<file path="src/rtl/custom_axi_ip_pkg.sv">
// Shared types for the custom AXI IP job engine: FSM status, operation modes
// and the command record layout used at the default widths.
package custom_axi_ip_pkg;

  localparam int unsigned CMD_DATA_W = 32;
  localparam int unsigned CMD_ITER_W = 8;

  typedef enum logic [1:0] {
    IDLE  = 2'd0,
    BUSY  = 2'd1,
    DONE  = 2'd2,
    ERROR = 2'd3
  } status_e;

  typedef enum logic [1:0] {
    MODE_INC     = 2'd0,
    MODE_INC_SAT = 2'd1,
    MODE_DEC     = 2'd2,
    MODE_RSVD    = 2'd3
  } mode_e;

  typedef struct packed {
    logic [CMD_DATA_W-1:0] data;
    logic [CMD_ITER_W-1:0] iter;
    mode_e                 mode;
  } cmd_t;

endpackage

</file>
<file path="src/rtl/custom_axi_ip_cmd_fifo.sv">
// Synchronous command FIFO; pointers carry an extra MSB so full and empty
// can be told apart when the index bits match.
module custom_axi_ip_cmd_fifo
  import custom_axi_ip_pkg::*;
#(
  parameter int unsigned WIDTH = 42,
  parameter int unsigned DEPTH = 4
) (
  input  logic             clk_i,
  input  logic             rst_ni,
  input  logic             push_i,
  input  logic [WIDTH-1:0] data_i,
  input  logic             pop_i,
  output logic [WIDTH-1:0] data_o,
  output logic             full_o,
  output logic             empty_o
);

  localparam int unsigned AW = $clog2(DEPTH);
  localparam logic [AW:0] PTR_ONE = 1;

  logic [WIDTH-1:0] mem [DEPTH];
  logic [AW:0]      wptr_q, rptr_q;

  assign empty_o = (wptr_q == rptr_q);
  assign full_o  = (wptr_q[AW] != rptr_q[AW]) && (wptr_q[AW-1:0] == rptr_q[AW-1:0]);
  assign data_o  = mem[rptr_q[AW-1:0]];

  always_ff @(posedge clk_i or negedge rst_ni) begin
    if (!rst_ni) begin
      wptr_q <= '0;
      rptr_q <= '0;
    end else begin
      if (push_i && !full_o)  wptr_q <= wptr_q + PTR_ONE;
      if (pop_i  && !empty_o) rptr_q <= rptr_q + PTR_ONE;
    end
  end

  always_ff @(posedge clk_i) begin
    if (push_i && !full_o) mem[wptr_q[AW-1:0]] <= data_i;
  end

endmodule

</file>
<file path="src/rtl/custom_axi_ip_engine.sv">
// Job engine: pops queued commands, iterates the selected arithmetic op and
// returns each result with an error flag over a valid/ready port.
module custom_axi_ip_engine
  import custom_axi_ip_pkg::*;
#(
  parameter int unsigned DATA_WIDTH   = 32,
  parameter int unsigned ITER_WIDTH   = 8,
  parameter int unsigned FIFO_DEPTH   = 4,
  parameter int unsigned JOBCNT_WIDTH = 16
) (
  input  logic                    clk_i,
  input  logic                    rst_ni,
  input  logic                    cmd_valid_i,
  output logic                    cmd_ready_o,
  input  logic [DATA_WIDTH-1:0]   cmd_data_i,
  input  logic [ITER_WIDTH-1:0]   cmd_iter_i,
  input  mode_e                   cmd_mode_i,
  input  logic                    abort_i,
  output logic                    res_valid_o,
  input  logic                    res_ready_i,
  output logic [DATA_WIDTH-1:0]   res_data_o,
  output logic                    res_err_o,
  output status_e                 status_o,
  output logic [JOBCNT_WIDTH-1:0] jobs_done_o
);

  localparam int unsigned CMD_W = DATA_WIDTH + ITER_WIDTH + 2;
  localparam logic [DATA_WIDTH-1:0]   DATA_ONE = 1;
  localparam logic [ITER_WIDTH-1:0]   ITER_ONE = 1;
  localparam logic [JOBCNT_WIDTH-1:0] JOB_ONE  = 1;

  logic [CMD_W-1:0]      push_word, head_word;
  logic                  fifo_full, fifo_empty, pop;
  logic [DATA_WIDTH-1:0] head_data;
  logic [ITER_WIDTH-1:0] head_iter;
  mode_e                 head_mode;

  status_e                 state_q, state_d;
  mode_e                   mode_q, mode_d;
  logic [DATA_WIDTH-1:0]   acc_q, acc_d;
  logic [ITER_WIDTH-1:0]   cnt_q, cnt_d;
  logic                    err_q, err_d;
  logic [JOBCNT_WIDTH-1:0] jobs_q, jobs_d;

  assign push_word = {cmd_data_i, cmd_iter_i, cmd_mode_i};
  assign head_data = head_word[CMD_W-1 -: DATA_WIDTH];
  assign head_iter = head_word[2 +: ITER_WIDTH];
  assign head_mode = mode_e'(head_word[1:0]);

  custom_axi_ip_cmd_fifo #(
    .WIDTH (CMD_W),
    .DEPTH (FIFO_DEPTH)
  ) u_cmd_fifo (
    .clk_i   (clk_i),
    .rst_ni  (rst_ni),
    .push_i  (cmd_valid_i),
    .data_i  (push_word),
    .pop_i   (pop),
    .data_o  (head_word),
    .full_o  (fifo_full),
    .empty_o (fifo_empty)
  );

  always_ff @(posedge clk_i or negedge rst_ni) begin
    if (!rst_ni) begin
      state_q <= IDLE;
      mode_q  <= MODE_INC;
      acc_q   <= '0;
      cnt_q   <= '0;
      err_q   <= 1'b0;
      jobs_q  <= '0;
    end else begin
      state_q <= state_d;
      mode_q  <= mode_d;
      acc_q   <= acc_d;
      cnt_q   <= cnt_d;
      err_q   <= err_d;
      jobs_q  <= jobs_d;
    end
  end

  always_comb begin
    state_d = state_q;
    mode_d  = mode_q;
    acc_d   = acc_q;
    cnt_d   = cnt_q;
    err_d   = err_q;
    jobs_d  = jobs_q;
    pop     = 1'b0;
    case (state_q)
      IDLE: begin
        if (!fifo_empty) begin
          pop     = 1'b1;
          acc_d   = head_data;
          cnt_d   = head_iter;
          mode_d  = head_mode;
          err_d   = 1'b0;
          state_d = (head_iter != '0) ? BUSY : DONE;
        end
      end
      BUSY: begin
        if (abort_i) begin
          state_d = ERROR;
          err_d   = 1'b1;
        end else if ((mode_q == MODE_RSVD) || (mode_q == MODE_DEC && acc_q == '0)) begin
          state_d = ERROR;
          err_d   = 1'b1;
        end else begin
          // err_q doubles as the sticky saturation flag until the job ends
          case (mode_q)
            MODE_INC_SAT: begin
              if (acc_q == '1) err_d = 1'b1;
              else             acc_d = acc_q + DATA_ONE;
            end
            MODE_DEC: acc_d = acc_q - DATA_ONE;
            default:  acc_d = acc_q + DATA_ONE;
          endcase
          cnt_d = cnt_q - ITER_ONE;
          if (cnt_q == ITER_ONE) state_d = DONE;
        end
      end
      default: begin
        if (res_ready_i) begin
          state_d = IDLE;
          jobs_d  = jobs_q + JOB_ONE;
        end
      end
    endcase
  end

  assign cmd_ready_o = !fifo_full;
  assign res_valid_o = (state_q == DONE) || (state_q == ERROR);
  assign res_data_o  = acc_q;
  assign res_err_o   = err_q;
  assign status_o    = state_q;
  assign jobs_done_o = jobs_q;

endmodule

</file>
<file path="config.mk">
export PLATFORM = sky130hd
export DESIGN_NAME = custom_axi_ip_engine
export DESIGN_NICKNAME = d
export VERILOG_FILES = /design/src/rtl/custom_axi_ip_pkg.sv /design/src/rtl/custom_axi_ip_cmd_fifo.sv /design/src/rtl/custom_axi_ip_engine.sv
export SDC_FILE = /design/constraint.sdc
export NUM_CORES = 1
export LEC_CHECK = 0
export BUFFER_PORTS_ARGS = -buffer_cell sky130_fd_sc_hd__clkbuf_2
export CELL_PAD_IN_SITES_DETAIL_PLACEMENT = 0
export CELL_PAD_IN_SITES_GLOBAL_PLACEMENT = 1
export CORE_ASPECT_RATIO = 1.1
export CORE_MARGIN = 2
export CORE_UTILIZATION = 53
export CTS_CLUSTER_SIZE = 16
export DETAILED_ROUTE_END_ITERATION = 7
export MAX_ROUTING_LAYER = met4
export PLACE_DENSITY_LB_ADDON = 0.1
export SLEW_MARGIN = 5
export SYNTH_ARGS = -nofsm -noshare
export SYNTH_HDL_FRONTEND = slang
export SYNTH_SLANG_ARGS = --single-unit
</file>
<file path="constraint.sdc">
create_clock -name clk_i -period 7.3 [get_ports clk_i]
set_input_delay 1.46 -clock clk_i [delete_from_list [all_inputs] [get_ports clk_i]]
set_output_delay 1.46 -clock clk_i [all_outputs]
set_load 0.01 [all_outputs]
</file>
==> results.ini, run 1 <==
[outcome]
status = completed

[timing]
slew-limit-headroom_pct = 14.3
fin_ws_ns = 3.62
period_minus_slack_ns = 3.68
rsz0062_at_grt = false
setup_tns_ns = 0
slew_viol_final = 0
fmax_mhz = 272
fin_skew_ns = 0.0150
finalCritPeriodShare_pct = 50.4
worstMarginPinSlew_ns = 1.28
finalSetupViolCount = 0
hold_viol_final = 0

[worst_setup_path]
critical_path_class = flop to output pin
r2r-start = mode_q[1]
reg2reg_slack_ns = 3.64
cp.arrival_ns = 2.22
crit_path_max_fanout = 45
required_ns = 5.84
critPathCaptureType = output pin
startpoint = u_cmd_fifo.rptr_q[0]
crit_path_start_kind = flop

[clocking]
ctsResizeCount = 0
root_buffer = clkbuf_16
clock_sinks = 235
clock_latency_ns = 0.52
cts_hold_buf = 0
cts_buffer_depth = 3
cts_setup_buffers = 0
htreeDepth = 1
clkSlewWorstSetupHoldPaths_ns = 0.06
numCtsBuffers = 24
cts_tree = built

[synth]
synth_top_area_cell = edfxtp_1
synth_nets = 917
synth_top_area_share_pct = 45.7
synth-edff-count = 168
ys_types = 70
syn-instance-count = 861
yosysSeqAreaShare_pct = 60.8
ys_ff_latch = 235
syn_area_per_cell_um2 = 12.8
netlist_area_um2 = 11000
synth_common_cells = edfxtp_1 (168), dfrtp_1 (67), nand2_1 (66)
ys_warn_count = 0
yosysMostFrequentCell = edfxtp_1
synth.area.top_cells = edfxtp_1 (46%), dfrtp_1 (15%), mux4_2 (8.6%)
ys.flop_type = edfxtp_1
async_flop_share_pct = 28.5

[placed_design]
place_hpwl_mm = 18.4
pre_cts_ws_ns = 3.72
port_buffers = 99
gp_congestion = 0.938

[global_route]
grt_max_degree = 68
antenna_found_initial = 0
overflow = 0
grt_pass1_wl_mm = 43.2
track_usage_pct = 26.1
grt_pass1_vias = 7577

[routing]
dr.pass1.iters = 7
route.vias.total = 7756
post_drt_wl_per_cell_um = 23.1
drc = 0
antenna_left = 0
routed_via_density = 6.44
drt_iter0_drc = 611
routed_wirelength_mm = 27.9

[finish]
drive_gt1_share_pct = 21.6
areaGrowthSynthToFinish_pct = 12.9
final_nets = 990
antenna_cells = 0

[min_path]
hp-class = flop to flop
min-delay-start = jobs_done_o[15]

[floorplanning]
core_region_area_um2 = 20500
row_count = 55
fp.dieW_um = 142
ios = 100
fp.dieH_um = 155
dieArea_um2 = 22000
start_util_pct = 53.9

[pwr]
p_leak_uw = 0.00451
peakVddDrop_uv = 284
powerDensity_nw_per_um2 = 449

[run]
cap_violations = 0

[final cells by class]
type	instances	area, um^2
Fill cell	1623	8030
Clock inverter	14	148
Timing Repair Buffer	106	548
Sequential cell	235	6720
Tap cell	256	320
Multi-Input combinational cell	547	4030
Clock buffer	27	633
Inverter	20	75.1
[sequential cells by signal (all words and copies together) (netlist names)]
register / flops
res_err_o: 1
cnt_q: 8
u_cmd_fifo.wptr_q: 3
u_cmd_fifo.mem: 168
jobs_done_o: 16
res_data_o: 32
mode_q: 2
u_cmd_fifo.rptr_q: 3
status_o: 2
[critical path: stages, from the launching register on]
cell and delay (ns):
dfrtp_2 0.34, buf_4 0.66, xor2_1 0.28, nor2_1 0.07, nand2_1 0.17, clkbuf_2 0.18
[cells by family after synthesis]
family | after synthesis | synth area share, %
DFF | 235 | 60.8
adders and majority gates | 9 | 1.02
buffers and inverters | 79 | 2.90
xor gates and xnor gates | 25 | 1.98
and+or+nand+nor | 281 | 13.0
AOI/OAI and AO/OA | 178 | 10.6
muxes | 54 | 9.67
[power by group]
part	internal, uW	leakage [uW]	switching (uW)
sequential	1840	0.00234	400
combinational	819	0.00179	1330
clock	725	0.000378	490
total	3380	0.00451	2220
[routing by layer]
layer	track usage, %	part of all wire [%]	vias up
met2	39.2	46	292
met1	36.6	44	3883
met3	4.49	6.2	65
met4	9.05	3.5	0
li1	-	-	3516
met5	-	0	-
[worst paths after layout]
| kind | endpoint | cells past startpoint |
|---|---|---|
| max | cmd_ready_o | 5 |
| min in group asynchronous | res_data_o[15] | 2 |
| max reg2reg | res_data_o[26] | 12 |
| min | jobs_done_o[15] | 1 |
| max in group asynchronous | u_cmd_fifo.rptr_q[1] | 2 |
| min reg2reg | jobs_done_o[15] | 1 |
[cells in the final DEF, fill, tap and decap left out, types with 15 or more instances in the layout]
master / n
mux4_2: 42
xnor2_1: 17
edfxtp_1: 168
nand4_1: 15
nand2_1: 65
a31oi_1: 17
nor4_1: 17
dfrtp_1: 65
nor2_1: 60
and3_1: 16
o21ai_0: 41
o22ai_1: 16
nor3_1: 31
a21oi_1: 38
nand3_1: 28
inv_1: 20
clkbuf_2: 98
clkbuf_16: 25
[metrics by stage]
step	instances	hold slack (ns)	total power, uW	instance area (um^2)	util (%)
finish	1205	0.476	5600	12500	60.8
global route	1205	0.517	5930	12500	60.8
CTS	1205	0.482	5610	12500	60.8
detailed placement	1164	0.474	4390	11700	57.0
global placement	1164	0.465	4340	11700	57.0
floorplan	861	0.461	3670	11000	-
Power figures use the tool's default switching activity.
==> run 2, diff against run 1 <==
CORE_UTILIZATION = 49   (was 53)
clock period = 3.65 ns   (was 7.3 ns; I/O delays follow)
==> results.ini, run 2 (synthesis results as in run 1) <==
[floorplanning]
row_count = 57  ; was 55
ios = 100  ; unchanged
dieArea_um2 = 23800  ; was 22000 um^2
start_util_pct = 50.0  ; was 53.9%
fp.dieW_um = 147  ; was 142 um
core_region_area_um2 = 22100  ; was 20500 um^2
fp.dieH_um = 161  ; was 155 um

[routing]
antenna_left = 0  ; unchanged
route.vias.total = 7628  ; was 7756
drt_iter0_drc = 575  ; was 611
post_drt_wl_per_cell_um = 22.6  ; was 23.1 um
routed_via_density = 6.04  ; was 6.44
routed_wirelength_mm = 28.6  ; was 27.9 mm
dr.pass1.iters = 6  ; was 7
drc = 0  ; unchanged

[worst_setup_path]
crit_path_max_fanout = 32  ; was 45
required_ns = 4.05  ; was 5.84 ns
crit_path_start_kind = flop  ; unchanged
critical_path_class = flop to flop  ; was flop to output pin
cp.arrival_ns = 3.58  ; was 2.22 ns
critPathCaptureType = flop  ; was output pin

[clocking]
cts_setup_buffers = 0  ; unchanged
cts_buffer_depth = 3  ; unchanged
cts_hold_buf = 0  ; unchanged
cts_tree = built  ; unchanged
clkSlewWorstSetupHoldPaths_ns = 0.07  ; was 0.06 ns
numCtsBuffers = 24  ; unchanged
ctsResizeCount = 0  ; unchanged
htreeDepth = 1  ; unchanged
clock_sinks = 235  ; unchanged
root_buffer = clkbuf_16  ; unchanged
clock_latency_ns = 0.53  ; was 0.52 ns

[pwr]
pwr-share-seq_pct = 38.4  ; was 40.0%
p_clk_share_pct = 22.3  ; was 21.7%
p_switching_uw = 4510  ; was 2220 uW
powerDensity_nw_per_um2 = 901  ; was 449 nW/um^2
p_leak_uw = 0.00461  ; was 0.00451 uW
p_comb_share_pct = 39.3  ; was 38.3%
peakVddDrop_uv = 580  ; was 284 uV
finalPower_uw = 11500  ; was 5600 uW
p_int_uw = 6950  ; was 3380 uW
switching_share_pct = 39.4  ; was 39.6%

[timing]
period_minus_slack_ns = 3.17
setup_tns_ns = 0  ; unchanged
slew-limit-headroom_pct = 44.2  ; was 14.3%
worstMarginPinSlew_ns = 0.831  ; was 1.28 ns
hold_viol_final = 0  ; unchanged
finalSetupViolCount = 0  ; unchanged
finalCritPeriodShare_pct = 86.9
fin_skew_ns = 0.0163  ; was 0.0150 ns
rsz0062_at_grt = false  ; unchanged
slew_viol_final = 0  ; unchanged
fmax_mhz = 315

[global_route]
grt_pass1_wl_mm = 45.2  ; was 43.2 mm
overflow = 0  ; unchanged
grt_max_degree = 68  ; unchanged
grt_pass1_vias = 7708  ; was 7577
antenna_found_initial = 0  ; unchanged
track_usage_pct = 25.3  ; was 26.1%

[run]
cap_violations = 0  ; unchanged

[min_path]
hp-class = input pin to async pin  ; was flop to flop

[finish]
final_nets = 1006  ; was 990
most-common-layout-cells = edfxtp_1 (168), clkbuf_2 (98), nand2_1 (65), dfrtp_1 (65), nor2_1 (60)  ; unchanged
register_area_um2 = 6720  ; unchanged
multi_input_area_um2 = 4030  ; unchanged
fill_cells = 1797  ; was 1623
largest_reg_flops = 168  ; unchanged
final_common_cell = edfxtp_1  ; unchanged
drive_gt1_share_pct = 23.5  ; was 21.6%
antenna_cells = 0  ; unchanged
areaGrowthSynthToFinish_pct = 15.1  ; was 12.9%

[placed_design]
gp_congestion = 0.917  ; was 0.938
port_buffers = 99  ; unchanged
place_hpwl_mm = 19.8  ; was 18.4 mm

[outcome]
status = completed  ; unchanged

run 2: critical path: stages, from the launching register on:
cell	delay [ns]
dfrtp_1	0.53
or4_1	0.64
nor4b_1	0.42
nand4_1	0.31
nand3_1	0.27
o21a_1	0.14
buf_4	0.35
a21oi_1	0.06
o2bb2a_1	0.30
run 2: cell type report:
type | count | share of cell area (%)
multi-input cells | 547 | 31.7
clock buffers | 28 | 5.01
flip-flops and latches | 235 | 52.9
clock inverters | 16 | 1.53
repair buffers | 122 | 5.45
inverters | 20 | 0.590
well taps | 295 | 2.90
run 2: worst paths after layout:
| check | from | slack [ns] | end | depth (start not counted) |
|---|---|---|---|---|
| worst max-delay path | res_data_o[19] | 0.48 | res_data_o[14] | 8 |
| worst min-delay path | rst_ni | 0.18 | res_data_o[27] | 2 |
| worst max register to register | res_data_o[19] | 0.48 | res_data_o[14] | 8 |
| worst min register to register | jobs_done_o[15] | 0.47 | jobs_done_o[15] | 1 |
| max in group asynchronous | rst_ni | 3.07 | u_cmd_fifo.rptr_q[1] | 2 |
| min in group clk_i | cmd_iter_i[0] | 0.43 | u_cmd_fifo.mem[1][2] | 1 |
run 2: through the flow:
stage                     hold slack, ns  setup WS [ns]  instances  utilization [%]  instance area [um^2]
after floorplan                    0.434          0.405        861                -                 11000
after global placement             0.466          0.592       1219             53.8                 11900
after detailed placement           0.467          0.556       1219             53.8                 11900
after CTS                          0.222          0.529       1263             57.5                 12700
after global routing               0.212          0.213       1263             57.5                 12700
final                              0.179          0.478       1263             57.5                 12700
run 2: routing by layer:
| layer | routed length (um) | part of all wire (%) | global-route usage (%) | up-vias |
|---|---|---|---|---|
| met5 | 0 | 0 | - | - |
| met4 | 601 | 2.1 | 5.90 | 0 |
| met3 | 1670 | 5.9 | 3.84 | 36 |
| met2 | 13400 | 47 | 39.5 | 249 |
| met1 | 12900 | 45 | 35.6 | 3799 |
| li1 | - | - | - | 3544 |
run 2: power groups by stage:
stage / sequential [uW] / clock, uW / combinational [uW]
floorplan: 4160 / 0 / 3170
global placement: 4390 / 0 / 4470
detailed placement: 4450 / 0 / 4500
CTS: 4400 / 2610 / 4520
global route: 4520 / 2720 / 4950
finish: 4400 / 2560 / 4500
